`config.mk`:
```
export PLATFORM = sky130hd
export DESIGN_NAME = xor2_bist_exerciser
export DESIGN_NICKNAME = d
export VERILOG_FILES = /design/src/rtl/xor2_bist_exerciser.sv
export SDC_FILE = /design/constraint.sdc
export NUM_CORES = 1
export LEC_CHECK = 0
export ABC_AREA = 1
export ABC_CLOCK_PERIOD_IN_PS = 1800
export BUFFER_PORTS_ARGS = -buffer_cell sky130_fd_sc_hd__buf_4
export CAP_MARGIN = 40
export CORE_MARGIN = 3
export CORE_UTILIZATION = 54
export CTS_BUF_LIST = sky130_fd_sc_hd__clkbuf_4
export DETAILED_ROUTE_END_ITERATION = 8
export GPL_ROUTABILITY_DRIVEN = 0
export PLACE_DENSITY = 0.91
export SYNTH_ARGS = -nofsm -noshare
export SYNTH_HDL_FRONTEND = slang
export SYNTH_SLANG_ARGS = --single-unit
```
`constraint.sdc`:
```
create_clock -name clk -period 1.8 [get_ports clk]
set_input_delay 0.27 -clock clk [delete_from_list [all_inputs] [get_ports clk]]
set_output_delay 0.27 -clock clk [all_outputs]
set_load 0.05 [all_outputs]
```
`src/rtl/xor2_bist_exerciser.sv`:
```
// xor2_bist_exerciser: on-chip stimulus/response engine for a 2-input XOR gate.
// Walks {a,b} through 00,01,10,11 for LOOPS passes. Each vector is held for
// SETTLE_CYCLES+1 cycles. On the last cycle of each hold the gate output is
// compared against a^b. Mismatches update a saturating error count and sticky
// per-vector fail flags.
module xor2_bist_exerciser #(
  parameter int SETTLE_CYCLES = 2,
  parameter int LOOPS         = 1,
  parameter int ERR_W         = 3
) (
  input  logic             clk,
  input  logic             rst,
  input  logic             start,
  output logic             a_o,
  output logic             b_o,
  input  logic             y_i,
  output logic             busy,
  output logic             done,
  output logic             pass,
  output logic [ERR_W-1:0] err_count,
  output logic [3:0]       fail_vec
);

  localparam int SET_W  = (SETTLE_CYCLES < 1) ? 1 : $clog2(SETTLE_CYCLES + 1);
  localparam int LOOP_W = (LOOPS < 2) ? 1 : $clog2(LOOPS);
  localparam logic [SET_W-1:0]  SETTLE_LAST = SET_W'(SETTLE_CYCLES);
  localparam logic [LOOP_W-1:0] LOOP_LAST   = LOOP_W'(LOOPS - 1);
  localparam logic [ERR_W-1:0]  ERR_MAX     = '1;

  typedef enum logic [1:0] {IDLE, RUN, DONE} state_t;

  state_t            state;
  logic [SET_W-1:0]  settle_cnt;
  logic [LOOP_W-1:0] loop_cnt;
  logic [1:0]        vec;
  logic              sample;
  logic              mismatch;
  logic [ERR_W-1:0]  err_next;
  logic [3:0]        fail_next;

  // Increment that sticks at the all-ones value instead of wrapping.
  function automatic logic [ERR_W-1:0] sat_inc(input logic [ERR_W-1:0] v);
    return (v == ERR_MAX) ? v : v + ERR_W'(1);
  endfunction

  // The gate inputs come straight from the registered vector counter.
  // vec is forced to 00 outside a run, so a_o/b_o idle low.
  assign a_o = vec[1];
  assign b_o = vec[0];

  // Compare on the last settle cycle and form the next error state.
  always_comb begin
    sample    = (state == RUN) && (settle_cnt == SETTLE_LAST);
    mismatch  = sample && (y_i != (vec[1] ^ vec[0]));
    err_next  = mismatch ? sat_inc(err_count) : err_count;
    fail_next = fail_vec;
    if (mismatch) fail_next[vec] = 1'b1;
  end

  // Run-control FSM. It also holds the vector/settle/loop counters and the registered results.
  always_ff @(posedge clk) begin
    if (rst) begin
      state      <= IDLE;
      vec        <= '0;
      settle_cnt <= '0;
      loop_cnt   <= '0;
      busy       <= 1'b0;
      done       <= 1'b0;
      pass       <= 1'b0;
      err_count  <= '0;
      fail_vec   <= '0;
    end else begin
      case (state)
        IDLE, DONE: begin
          if (start) begin
            state      <= RUN;
            vec        <= '0;
            settle_cnt <= '0;
            loop_cnt   <= '0;
            busy       <= 1'b1;
            done       <= 1'b0;
            pass       <= 1'b0;
            err_count  <= '0;
            fail_vec   <= '0;
          end
        end
        RUN: begin
          err_count <= err_next;
          fail_vec  <= fail_next;
          if (settle_cnt != SETTLE_LAST) begin
            settle_cnt <= settle_cnt + SET_W'(1);
          end else begin
            settle_cnt <= '0;
            // 11 wraps to 00. This starts the next loop, or parks the inputs low in DONE.
            vec        <= vec + 2'd1;
            if (vec == 2'b11) begin
              if (loop_cnt == LOOP_LAST) begin
                state <= DONE;
                busy  <= 1'b0;
                done  <= 1'b1;
                pass  <= (err_next == '0);
              end else begin
                loop_cnt <= loop_cnt + LOOP_W'(1);
              end
            end
          end
        end
        default: state <= IDLE;
      endcase
    end
  end

endmodule

```
==> impl_results.md, run 1 <==
- Status: finished, final reports clean
- Tmin final: 1.55 ns
- Routed len/inst: approximately 13 µm
- Cells after Synth: around 100
- Critical path class: flop to flop
- Crit-path leading delay family: simple AND/OR/NAND/NOR gates
- CP endpoint: pass
- Die height: 43.5 µm
- Library cells used by synthesis: 18
- Overflow after GRT: 0
- Synth Area per Inst: 7.45 µm²
- Mapped Nets: 111
- Layout overhead on the synthesized area: 20.3%
- # resized after CTS: 0
- Crit path launch: vec[1]
- Top post-synthesis cells by area: dfxtp_1 42%, nand2_1 13%, ha_1 8.2%
- Vias in the first global route: ~720
- P_leak: 0.430 nW
- CTS tree: yes
- Sequential share of the synthesized area: 42.2%
- IO Pins: 16
- Row count: 12
- Tcrit/Tclk final: between 80% and 90%
- Sum Neg Setup Slack: 0 ns
- Setup violations, final: 0
- All-layer global routing usage: 21.2%
- Flop-to-flop setup slack: approximately 0.25 ns
- Clock share of power: 27.0%
- DRC violations left: 0
- Yosys top cell area share: 42.2%
- Clock root cell: clkbuf_4
- Slew at the pin with the worst max-slew slack: around 0.3 ns
- Antenna diodes: 0
- Crit path depth: 11
- Final-layout fill cell count: about 100
- Data arrival, critical path: 1.78 ns
- Clock Tree Buf Depth: 2
- Crit path launch type: flop
- Worst-path maximum fanout: 4
- Sw Share: between 30% and 40%
- Worst setup EP type: flop
- HP Class: primary input to flop
- Cell Count Post-Placement: 130
- Sw power: 0.000222 W
- Post-detail-place hpwl: ~1300 µm
- Number of failing hold endpoints at the final stage: 0
- Synthesized area: 759 µm²
- R2R Path End: pass
- PwrDens: about 800 nW/µm²
- Top cell type by total area after synthesis: dfxtp_1
- Clock sinks: 16
- Seq cells post-synth: 16
- Power Internal: about 0.00049 W
- Reg2Reg Depth: 11
- DR iter-0 viols: 32
- Worst path cell trace: inv_1 -> ha_1 -> inv_1 -> nand2_1 -> nand2_1 -> nand2_2 -> nand2_1 -> nand2_1 -> nor2_1 -> nand2_1 -> a21oi_2
- Critical-path cell with the highest stage delay: dfxtp_2
- Rel. slew slack: 80.3%
- First-pass GRT wire length: 2990 µm
- Layout cells sized above 1: 21.7%
- Commonest non-fill, non-tap cell in the layout: nand2_1
- RSZ-0062 raised after global routing: false
- Core Area: 1220 µm²
- Most frequent cells in the layout: 26 x nand2_1, 15 x buf_4, 14 x inv_1, 14 x dfxtp_1, 11 x a21oi_1
- Reg power frac: 53.6%
- Hold_sp: rst
- Cell mode on critical path: nand2_1
- R2R Path Start: vec[1]
- Syn. warnings: 0
- DR vias: 711
- Starting density of the core: 62.4%
- Final Max Tran Viols: 0
- WP data required: a little over 2 ns
- Die X: 43.5 µm
- Vias per inst: 5.31
- Htree depth: 1
- Die area: about 1900 µm²
- Total CTS buffers: 3
- CP peak stage delay: 0.37 ns
- Worst IR Drop VDD: slightly above 0.0006 V
- Nets: 130
- Antenna violations before repair: 0
- Port buffer count: 15
- Skew-Pair Late Insertion Delay: 0.29 ns
- Final setup skew: 0.00544 ns
- DR pass1 iterations: 4
- Setup Fix Bufs, Post-CTS: 0
- Max Clock Freq: 645 MHz
- Hold buffers post-CTS: 0
- Power share of the combinational group: 19.5%
- Worst-path clk slew: 0.09 ns
- WP buf/inv: 2
- Non-Filler Instances: 134
- Max cap viols: 0
- Final WL: 1730 µm
- Largest net degree at the start of global routing: 11
- Post-route ant nets: 0
[flip-flops by register name, indices dropped and copies added, names as in the netlist]
register,flops
err_count,3
done,1
pass,1
busy,1
settle_cnt,2
fail_vec,4
state,2
vec,2
[power groups by stage]
stage | clock, W | sequential (W) | combinational [W]
5_1_grt | 0.000219 | 0.000385 | 0.000152
4_1_cts | 0.000197 | 0.000382 | 0.000139
3_3_place_gp | 0 | 0.000388 | 0.000131
6_report | 0.000192 | 0.000382 | 0.000139
3_5_place_dp | 0 | 0.000391 | 0.000138
2_1_floorplan | 0 | 0.000420 | 0.0000674
[synthesized netlist by cell type]
| library cell | n |
|---|---|
| nand2_1 | 26 |
| dfxtp_1 | 16 |
| inv_1 | 14 |
| a21oi_1 | 11 |
| nor2_1 | 10 |
| nand3_1 | 6 |
| ha_1 | 5 |
| nand2_2 | 3 |
| a211oi_1 | 2 |
| a21oi_2 | 1 |
| a221oi_1 | 1 |
| buf_2 | 1 |
| nor2_4 | 1 |
| nor3_1 | 1 |
| nor3b_1 | 1 |
| o211ai_1 | 1 |
| o21ai_0 | 1 |
| o221a_2 | 1 |
[final cells by class]
cell class              count  area (µm²)  share of cell area [%]
multi-input cells          71         382                    41.8
flip-flops and latches     16         323                    35.3
repair buffers             15         113                    12.3
inverters                  14        52.6                    5.75
clock buffers               3        22.5                    2.47
well taps                  14        17.5                    1.92
clock inverters             1        3.75                   0.411
[cell families after synthesis]
family,count (synthesis),share of synthesized area (%)
DFF,16,42.2
and+or+nand+nor,48,27.3
adders and majority gates,5,8.24
AOI/OAI and AO/OA,18,14.7
buffers and inverters,15,7.58
[metal layers]
layer | up-vias | wire, µm | track usage, %
met3 | 2 | 107 | 10.8
met5 | - | 0 | 0
met4 | 0 | 21 | 10.2
li1 | 367 | - | -
met2 | 19 | 870 | 34.5
met1 | 323 | 724 | 22.5
[metrics by stage]
stage	power (W)	setup slack, ns	utilization [%]	hold slack [ns]	cell area, µm²
global route	0.000756	0.0621	75.1	0.192	913
finish	0.000714	0.251	75.1	0.202	913
global placement	0.000519	0.368	72.9	0.441	887
CTS	0.000719	0.252	75.1	0.197	913
detailed placement	0.000529	0.275	72.9	0.458	887
floorplan	0.000487	0.176	-	0.429	762
[worst min path at each step]
| stage | to | slack (ns) | cells past startpoint |
|---|---|---|---|
| final | pass | 0.20 | 2 |
| after detailed placement | done | 0.46 | 2 |
| after floorplan | settle_cnt[0] | 0.43 | 1 |
| after global routing | pass | 0.19 | 2 |
| after CTS | pass | 0.20 | 2 |
| after global placement | settle_cnt[0] | 0.44 | 1 |
No activity file was read; power rests on OpenSTA's default activity.
==> run 2: changes to the inputs <==
--- a/config.mk
+++ b/config.mk
@@ -6,15 +6,15 @@
 export NUM_CORES = 1
 export LEC_CHECK = 0
 export ABC_AREA = 1
-export ABC_CLOCK_PERIOD_IN_PS = 1800
+export ABC_CLOCK_PERIOD_IN_PS = 1400
 export BUFFER_PORTS_ARGS = -buffer_cell sky130_fd_sc_hd__buf_4
 export CAP_MARGIN = 40
 export CORE_MARGIN = 3
-export CORE_UTILIZATION = 54
+export CORE_UTILIZATION = 49
 export CTS_BUF_LIST = sky130_fd_sc_hd__clkbuf_4
 export DETAILED_ROUTE_END_ITERATION = 8
 export GPL_ROUTABILITY_DRIVEN = 0
-export PLACE_DENSITY = 0.91
+export PLACE_DENSITY = 0.88
 export SYNTH_ARGS = -nofsm -noshare
 export SYNTH_HDL_FRONTEND = slang
 export SYNTH_SLANG_ARGS = --single-unit
==> constraint.sdc (replaced) <==
create_clock -name clk -period 1.4 [get_ports clk]
set_input_delay 0.21 -clock clk [delete_from_list [all_inputs] [get_ports clk]]
set_output_delay 0.21 -clock clk [all_outputs]
set_load 0.05 [all_outputs]
==> run 2 against run 1 <==
The flow now finishes with violations (negative setup slack). Clock-buffer cell count did not move. Utilization fell by 1.6 points. Non-clock buffer count rose by 3. Highest routed layer unchanged. Cell count rose by 3.0%. Global-route usage fell by 2.1 points. Sequential power rose by 28%. Sequential cell count did not move. Register-to-register slack got worse by 0.26 ns. Final area rose by 11%. Largest cell class unchanged. Combinational power rose by 62%. Total power rose by 36%. Fmax rose by 9.9%.
==> impl_results.md, run 2 (same netlist as run 1, synthesis figures left out) <==
- Status: finished, violations left
- Failing checks: negative setup slack
- P_leak: 0.463 nW (+7.6%)
- Row count: 13 (+1)
- Setup WS pre-CTS: 0.00563 ns (-0.269 ns)
- IO Pins: 16 (unchanged)
- DR vias: 746 (+4.9%)
- Number of failing hold endpoints at the final stage: 0 (unchanged)
- Clock sinks: 16 (unchanged)
- Max FFs per register: 4 (unchanged)
- Hold_sp: rst
- Clock Tree Buf Depth: 2 (unchanged)
- First-pass GRT wire length: 2830 µm (-5.3%)
- RSZ-0062 raised after global routing: true
- WP data required: 1.59 ns (-0.44 ns)
- Routed len/inst: 13.3 µm (+3.7%)
- R2R Path Start: vec[1]
- Crit path launch type: flop
- Worst IR Drop VDD: 0.000581 V (-4.6%)
- Total CTS buffers: 3 (unchanged)
- Most frequent cells in the layout: 19 x nand2_1, 18 x buf_4, 12 x dfxtp_1
- Non-Filler Instances: 138 (+3.0%)
- Commonest non-fill, non-tap cell in the layout: nand2_1
- Skew-Pair Late Insertion Delay: 0.29 ns (about the same)
- Antenna violations before repair: 0 (unchanged)
- Fin worst setup slack: -0.0101 ns (-0.261 ns)
- Starting density of the core: 54.9% (-7.5 points)
- Largest regs: fail_vec: 4 flops, err_count: 3 flops
- CTS tree: yes
- Die area: 2060 µm² (+8.8%)
- Nets: 133 (+2.3%)
- Final-layout fill cell count: 99 (+1.0%)
- DR iter-0 viols: 22 (-31%)
- Tcrit/Tclk final: 101% (+15 points)
- Cell Count Post-Placement: 131 (+0.77%)
- DRC violations left: 0 (unchanged)
- All-layer global routing usage: 19.0% (-2.1 points)
- PwrDens: 955 nW/µm² (+22%)
- Htree depth: 1 (unchanged)
- Max Clock Freq: 709 MHz (+9.9%)
- Die X: 45.4 µm (+4.3%)
- Setup violations, final: 1 (+1)
- Die height: 45.4 µm (+4.3%)
- Layout cells sized above 1: 39.8% (+18 points)
- Post-detail-place hpwl: 1300 µm (-3.4%)
- Hold Path End: pass
- Worst-path maximum fanout: 4 (unchanged)
- Sum Neg Setup Slack: -0.0101 ns (-0.0101 ns)
- Antenna diodes: 0 (unchanged)
- Data arrival, critical path: 1.60 ns (-0.18 ns)
- Vias in the first global route: 701 (-2.1%)
- Final Max Tran Viols: 0 (unchanged)
- Hold path cells: 2 (unchanged)
- R2R Path End: fail_vec[1]
- Critical path class: flop to flop
- Port buffer count: 15 (unchanged)
- Post-route ant nets: 0 (unchanged)
- Rel. slew slack: 82.1% (+1.9 points)
- Largest net degree at the start of global routing: 11 (unchanged)
- HP Class: primary input to flop
- Tmin final: 1.41 ns (-0.139 ns)
- Reg2Reg Depth: 9 (-2)
- Slew at the pin with the worst max-slew slack: 0.267 ns (-0.0269 ns)
- Clock root cell: clkbuf_4
- Reg with most FFs: fail_vec
- Final setup skew: 0.00160 ns (-0.00385 ns)
- Vias per inst: 5.41 (+1.9%)
- Final core occ: 73.5% (-1.6 points)
- Flop-to-flop setup slack: -0.01 ns (-0.26 ns)
- Hold buffers post-CTS: 0 (unchanged)
- Worst-path clk slew: 0.09 ns (about the same)
- DR pass1 iterations: 4 (unchanged)
- Overflow after GRT: 0 (unchanged)
- Worst setup EP type: flop
- Final WL: 1840 µm (+6.8%)
- Core Area: 1380 µm² (+14%)
- Layout overhead on the synthesized area: 33.8%
- Max cap viols: 0 (unchanged)
## run 2: cell count changes in the layout (fill, tap and decap cells not counted), moves of 3 or more
cell	change
nand2_1	-7
nand2_2	+5
a21oi_1	-3
a21oi_2	+3
buf_4	+3
inv_1	-3
## run 2: how the worst max path moves through the flow
stage / from / to / slack, ns / cells past startpoint
global route: vec[0] / pass / -0.1 / 11
global placement: vec[1] / fail_vec[2] / 0.07 / 9
detailed placement: vec[0] / fail_vec[1] / 0.006 / 9
CTS: vec[1] / pass / 0.002 / 11
finish: vec[1] / fail_vec[1] / -0.01 / 9
floorplan: vec[0] / pass / 0.0002 / 10
## run 2: routing by layer
layer / share of wire, % / track usage [%] / up-vias
li1: - / - / 372
met1: 43 / 20.9 / 348
met2: 49 / 32.5 / 17
met3: 4.3 / 4.74 / 9
met4: 3.6 / 11.7 / 0
met5: 0 / 0 / -
## run 2: repair_timing
item	4_1_cts	5_1_grt
buffers inserted	2	1
resized for setup	0	18
gates cloned	0	0
pin swaps	0	8
setup endpoints to repair	2	7
## run 2: worst max-delay path, cell delays in order, from the launching register on
cell	delay (ns)
dfxtp_4	0.37
inv_4	0.04
ha_4	0.28
inv_2	0.03
nand2_2	0.06
nand2_4	0.07
nand2_4	0.08
nand2_1	0.13
a21oi_1	0.17
nor2_1	0.06
## run 2: area by class of cell
cell class                      instances  area [µm²]  area share, %
Inverter                               14        57.6           5.67
Clock inverter                          1        3.75          0.369
Multi-Input combinational cell         71         448           44.1
Clock buffer                            3        22.5           2.22
Tap cell                               15        18.8           1.85
Sequential cell                        16         330           32.5
Timing Repair Buffer                   18         135           13.3
## run 2: stage by stage
step	power (W)	instance area, µm²	hold WS, ns
finish	0.000970	1020	0.141
global route	0.00102	1020	0.145
CTS	0.000941	952	0.142
detailed placement	0.000687	911	0.451
floorplan	0.000635	785	0.375
global placement	0.000678	911	0.444
## run 2: power breakdown
part           switching (W)  internal [W]  leakage (nW)
Sequential         0.0000159      0.000474         0.133
Clock               0.000151      0.000104        0.0154
Combinational       0.000145     0.0000801         0.315
